File: config.mk
export PLATFORM = sky130hd
export DESIGN_NAME = regfile_param
export DESIGN_NICKNAME = d
export VERILOG_FILES = /design/src/rtl/regfile_param.sv
export SDC_FILE = /design/constraint.sdc
export NUM_CORES = 2
export LEC_CHECK = 0
export CAP_MARGIN = 40
export CORE_ASPECT_RATIO = 0.9
export CORE_UTILIZATION = 30
export CTS_CLUSTER_DIAMETER = 30
export DETAILED_ROUTE_END_ITERATION = 10
export GPL_ROUTABILITY_DRIVEN = 0
export PLACE_DENSITY = 0.51
export SLEW_MARGIN = 20
export SYNTH_ARGS = -nofsm -noshare
export SYNTH_HDL_FRONTEND = slang
export SYNTH_SLANG_ARGS = --single-unit
File: constraint.sdc
create_clock -name clock -period 3.42 [get_ports clock]
set_input_delay 0.342 -clock clock [delete_from_list [all_inputs] [get_ports clock]]
set_output_delay 0.342 -clock clock [all_outputs]
set_load 0.05 [all_outputs]
File: src/rtl/regfile_param.sv
// ---------------------------------------------------------------------------
// regfile_param
//   Parametrised processor register file with two combinational read ports,
//   one synchronous write port, optional write-to-read bypass and a
//   per-register pending scoreboard.
//
//   The scoreboard lets the stall logic hold off consumers of registers that
//   are still waiting for a multicycle (mult/div) result.
//
// Parameters
//   DATA_WIDTH : bits per register
//   ADDR_WIDTH : register index width; depth = 2**ADDR_WIDTH
//   ZERO_REG   : 1 -> register 0 always reads 0, is never written and is
//                never pending
//   BYPASS     : 1 -> a same-cycle write to the register being read is
//                forwarded to the read port
//
// Ports
//   clock              in   rising-edge clock for all state
//   ctrl_reset         in   synchronous active-high reset
//   ctrl_writeEnable   in   write strobe
//   ctrl_writeReg      in   write index
//   data_writeReg      in   write data
//   ctrl_readRegA/B    in   read indices
//   data_readRegA/B    out  read data (combinational)
//   ctrl_setPending    in   mark ctrl_pendingReg as awaiting a result
//   ctrl_pendingReg    in   register to mark pending
//   pending_readRegA/B out  pending bit of the register at each read index
//   pending_any        out  OR of all pending bits
// ---------------------------------------------------------------------------
module regfile_param #(
  parameter int DATA_WIDTH = 32,
  parameter int ADDR_WIDTH = 5,
  parameter int ZERO_REG   = 1,
  parameter int BYPASS     = 1
) (
  input  logic                  clock,
  input  logic                  ctrl_reset,
  input  logic                  ctrl_writeEnable,
  input  logic [ADDR_WIDTH-1:0] ctrl_writeReg,
  input  logic [DATA_WIDTH-1:0] data_writeReg,
  input  logic [ADDR_WIDTH-1:0] ctrl_readRegA,
  input  logic [ADDR_WIDTH-1:0] ctrl_readRegB,
  output logic [DATA_WIDTH-1:0] data_readRegA,
  output logic [DATA_WIDTH-1:0] data_readRegB,
  input  logic                  ctrl_setPending,
  input  logic [ADDR_WIDTH-1:0] ctrl_pendingReg,
  output logic                  pending_readRegA,
  output logic                  pending_readRegB,
  output logic                  pending_any
);

  localparam int DEPTH = 1 << ADDR_WIDTH;

  localparam logic [ADDR_WIDTH-1:0] IDX_ZERO = {ADDR_WIDTH{1'b0}};
  localparam logic [DATA_WIDTH-1:0] DATA_ZERO = {DATA_WIDTH{1'b0}};

  logic [DATA_WIDTH-1:0] regs_q [DEPTH];
  logic [DEPTH-1:0]      pending_q;
  logic [DEPTH-1:0]      pending_d;

  logic write_ok_s;
  logic set_ok_s;

  // Qualify write and set strobes: register 0 swallows both when hardwired.
  always_comb begin
    write_ok_s = ctrl_writeEnable;
    set_ok_s   = ctrl_setPending;
    if ((ZERO_REG != 0) && (ctrl_writeReg == IDX_ZERO)) begin
      write_ok_s = 1'b0;
    end else begin
      write_ok_s = ctrl_writeEnable;
    end
    if ((ZERO_REG != 0) && (ctrl_pendingReg == IDX_ZERO)) begin
      set_ok_s = 1'b0;
    end else begin
      set_ok_s = ctrl_setPending;
    end
  end

  // Scoreboard next state. The set is applied after the clear so that a new
  // producer issued in the same cycle as a writeback to that register wins.
  always_comb begin
    pending_d = pending_q;
    if (write_ok_s) begin
      pending_d[ctrl_writeReg] = 1'b0;
    end else begin
      pending_d = pending_q;
    end
    if (set_ok_s) begin
      pending_d[ctrl_pendingReg] = 1'b1;
    end else begin
      pending_d = pending_d;
    end
  end

  // Register array and scoreboard state; reset overrides write and set.
  always_ff @(posedge clock) begin
    if (ctrl_reset) begin
      for (int i = 0; i < DEPTH; i++) begin
        regs_q[i] <= DATA_ZERO;
      end
      pending_q <= {DEPTH{1'b0}};
    end else begin
      if (write_ok_s) begin
        regs_q[ctrl_writeReg] <= data_writeReg;
      end
      pending_q <= pending_d;
    end
  end

  // Read port A: zero register, then bypass, then array.
  always_comb begin
    data_readRegA = regs_q[ctrl_readRegA];
    if ((ZERO_REG != 0) && (ctrl_readRegA == IDX_ZERO)) begin
      data_readRegA = DATA_ZERO;
    end else if ((BYPASS != 0) && write_ok_s && (ctrl_writeReg == ctrl_readRegA)) begin
      data_readRegA = data_writeReg;
    end else begin
      data_readRegA = regs_q[ctrl_readRegA];
    end
  end

  // Read port B: same priority as port A.
  always_comb begin
    data_readRegB = regs_q[ctrl_readRegB];
    if ((ZERO_REG != 0) && (ctrl_readRegB == IDX_ZERO)) begin
      data_readRegB = DATA_ZERO;
    end else if ((BYPASS != 0) && write_ok_s && (ctrl_writeReg == ctrl_readRegB)) begin
      data_readRegB = data_writeReg;
    end else begin
      data_readRegB = regs_q[ctrl_readRegB];
    end
  end

  // Pending outputs come from registered bits only; a same-cycle clear is
  // not forwarded, so a consumer stalls one extra cycle behind a writeback.
  assign pending_readRegA = pending_q[ctrl_readRegA];
  assign pending_readRegB = pending_q[ctrl_readRegB];
  assign pending_any      = |pending_q;

endmodule

==> flow_summary_export.csv <==
group,metric,value,unit
outcome,status,"finished, violations left",
outcome,violations,"setup timing",
route,vias,41300,
sta,finalCriticalPeriod,3.43,ns
global_route,antenna_found_initial,35,
logic_synthesis,yosys_most_used_dff,"edfxtp_1",
sta,worst_slack,-0.00604,ns
logic_synthesis,synth_cells,4076,
sta,fin_crit_sh,100,%
final_layout,layout-drive-gt1-share,29.2,%
logic_synthesis,yosysTopAreaCellShare,53.7,%
clock_network,cts_buffers,233,
sta,slew_viol_final,0,
floorplanning,core_area,0.189,mm²
route,ant_nets,0,
logic_synthesis,synth_seq_cells,1056,
sta,fin_tns_setup,-0.00604,ns
power_and_ir_drop,fin_total_pwr,43.5,mW
logic_synthesis,ys_seq_area_share,54.8,%
worst_setup_path,timing.rr.start,"pending_q[5]",
sta,tightest_slew,0.825,ns
route,drc_errors,0,
final_layout,layout_commonest_cell,"edfxtp_1",
floorplanning,initial_utilization,30.3,%
logic_synthesis,async_flop_share,0,%
hold_path,hp-class,"input pin to flip-flop",
job,cap_violations,0,
global_route,grt.total_usage,25.4,%
power_and_ir_drop,power-per-cell-area,596,mW/mm²
clock_network,cts_sinks,1056,
route,finalWirelength,249,mm
floorplanning,io-pin-count,123,
clock_network,clock_latency,0.83,ns
route,drt_iter0_markers,5942,
hold_path,whs_path_depth,3,
clock_network,tritoncts,"built",
sta,relSlewSlack,44.8,%
power_and_ir_drop,ir_drop,0.000626,V
final_layout,nFillCells,17700,
worst_setup_path,cp_data_arrival_time,3.08,ns
clock_network,cts.htree.levels,4,
final_layout,final_cell_mix,"edfxtp_1, and2_1, mux4_2",
placement,port_buffers,122,
floorplanning,dieHeight,416,µm
global_route,grt_pass1_wl,340,mm
power_and_ir_drop,power.static_leakage,26.1,nW
clock_network,cts_root_buf,"clkbuf_16",
logic_synthesis,syn_area,0.0572,mm²
final_layout,register_area,0.0314,mm²
sta,hold_viol,0,
floorplanning,dieArea,0.193,mm²
route,dr.pass1.iters,6,
final_layout,nets,4459,
logic_synthesis,avgSynthCellArea,14.0,µm²
clock_network,clockBufferDepth,3,
route,wl_per_cell,34.8,µm
clock_network,path_clk_slew,0.05,ns
floorplanning,die_x,462,µm
logic_synthesis,synth_edf_count,1024,
final_layout,multi_input_area,0.0244,mm²
floorplanning,row_count,151,
worst_setup_path,endpoint_kind,"output pin",
route,viasPerCell,5.77,
sta,rsz0062_at_grt,"no",
sta,skew,0,ns
worst_setup_path,crit_type,"input pin to output pin",
logic_synthesis,ys_types,60,
final_layout,area_delta_synth_final,27.4,%
hold_path,min-delay-start,"ctrl_pendingReg[1]",
worst_setup_path,cp_max_fo,6,
logic_synthesis,synth_area_leader_cell,"edfxtp_1",
global_route,overflow,0,
logic_synthesis,synth_area_leaders,"edfxtp_1, mux4_2, and2_1, mux2i_1, clkbuf_1",
placement,dp_hpwl,155,mm
worst_setup_path,r2r_setup_slack,2.74,ns
sta,setup_viol,1,
logic_synthesis,yosysWarnings,0,
sta,fmax,0.292,GHz
global_route,grt_max_degree,48,
worst_setup_path,required,3.08,ns
placement,dp_slack,-0.174,ns
worst_setup_path,rr_endpoint,"pending_q[5]",
worst_setup_path,start_kind,"input pin",
hold_path,holdPathEnd,"pending_q[3]",
global_route,grt_pass1_vias,40500,
worst_setup_path,reg2regPathDepth,2,
==> Yosys cell counts (32+ instances only) <==
| library cell | n |
|---|---|
| o22ai_1 | 47 |
| a221oi_1 | 42 |
| dfxtp_1 | 32 |
| o221ai_1 | 32 |
| clkbuf_1 | 302 |
| a32o_1 | 32 |
| inv_1 | 38 |
| mux2i_1 | 318 |
| buf_2 | 47 |
| edfxtp_1 | 1024 |
| nor2_1 | 72 |
| mux4_2 | 392 |
| a211oi_1 | 37 |
| o21ai_0 | 75 |
| a21oi_1 | 48 |
| mux2_2 | 37 |
| a22oi_1 | 68 |
| and2_1 | 997 |
| nand2_1 | 128 |
==> critical path: stages <==
cell and delay (ns):
clkdlybuf4s50_1 0.67, nor3_2 0.11, a21o_1 0.24, buf_4 0.16, or2_1 0.27, o21ai_1 0.24, buf_4 0.26, nand2b_1 0.24
o211ai_1 0.19, buf_4 0.20, buf_12 0.14
==> cell type report <==
| type | instances | area share [%] |
|---|---|---|
| diodes | 21 | 0.0720 |
| clock buffers | 258 | 8.15 |
| clock inverters | 185 | 2.82 |
| inverters | 40 | 0.206 |
| multi-input cells | 2590 | 33.5 |
| flip-flops and latches | 1056 | 43.0 |
| well taps | 2524 | 4.33 |
| repair buffers | 482 | 7.93 |
==> layer usage <==
metal / GRT usage, % / vias up / wire length, µm
li1: - / 16400 / -
met1: 34.3 / 21700 / 101000
met2: 39.1 / 2710 / 113000
met3: 5.29 / 546 / 24000
met4: 11.6 / 10 / 11200
met5: 0 / - / 59
==> power by group <==
| group | internal [mW] | switching (mW) |
|---|---|---|
| Sequential | 14.9 | 0.382 |
| Combinational | 2.20 | 3.26 |
| Clock | 14.9 | 7.82 |
==> kinds of logic (layout without fill, tap and decap cells) <==
family,after synthesis,after routing,synth area share [%]
simple gates,1317,1317,13.5
flops,1056,1056,54.8
mux,747,747,21.7
compound gates,485,485,6.19
buf+inv,461,965,3.64
xor+xnor,9,9,0.138
other cells,1,53,0.00655
==> through the flow <==
step	utilization, %	std cells	cell area (µm²)	hold WS [ns]
final	38.6	7156	73000	0.307
after global routing	38.6	7141	72900	0.306
after CTS	38.6	7134	72900	0.270
after detailed placement	34.3	6689	64800	0.489
after global placement	34.3	6687	64800	0.486
after floorplan	-	4107	57400	0.465
==> sequential cells by signal (all words and copies together), names as in the netlist <==
signal     flops
pending_q     32
regs_q      1024
==> how the worst max path moves through the flow <==
stage                           from                 to  slack [ns]  cells past startpoint
finish              ctrl_writeReg[3]   data_readRegB[5]      -0.006                     11
global route           regs_q[3][25]  data_readRegB[25]       0.007                      8
CTS                    regs_q[3][30]  data_readRegA[30]      0.0009                      8
detailed placement  ctrl_writeReg[0]   data_readRegB[6]       -0.17                     10
global placement    ctrl_writeReg[2]  data_readRegB[11]       -0.85                     10
floorplan           ctrl_readRegB[0]  data_readRegB[18]        0.31                      9
==> what timing repair did <==
action | in CTS | in global routing
buffers inserted | 1 | 0
setup endpoints to repair | 19 | 10
resized for setup | 10 | 8
hold buffers | 1 | 0
hold endpoints to repair | 1 | 0
pin swaps | 2 | 5
(Power assumes the default switching activity.)
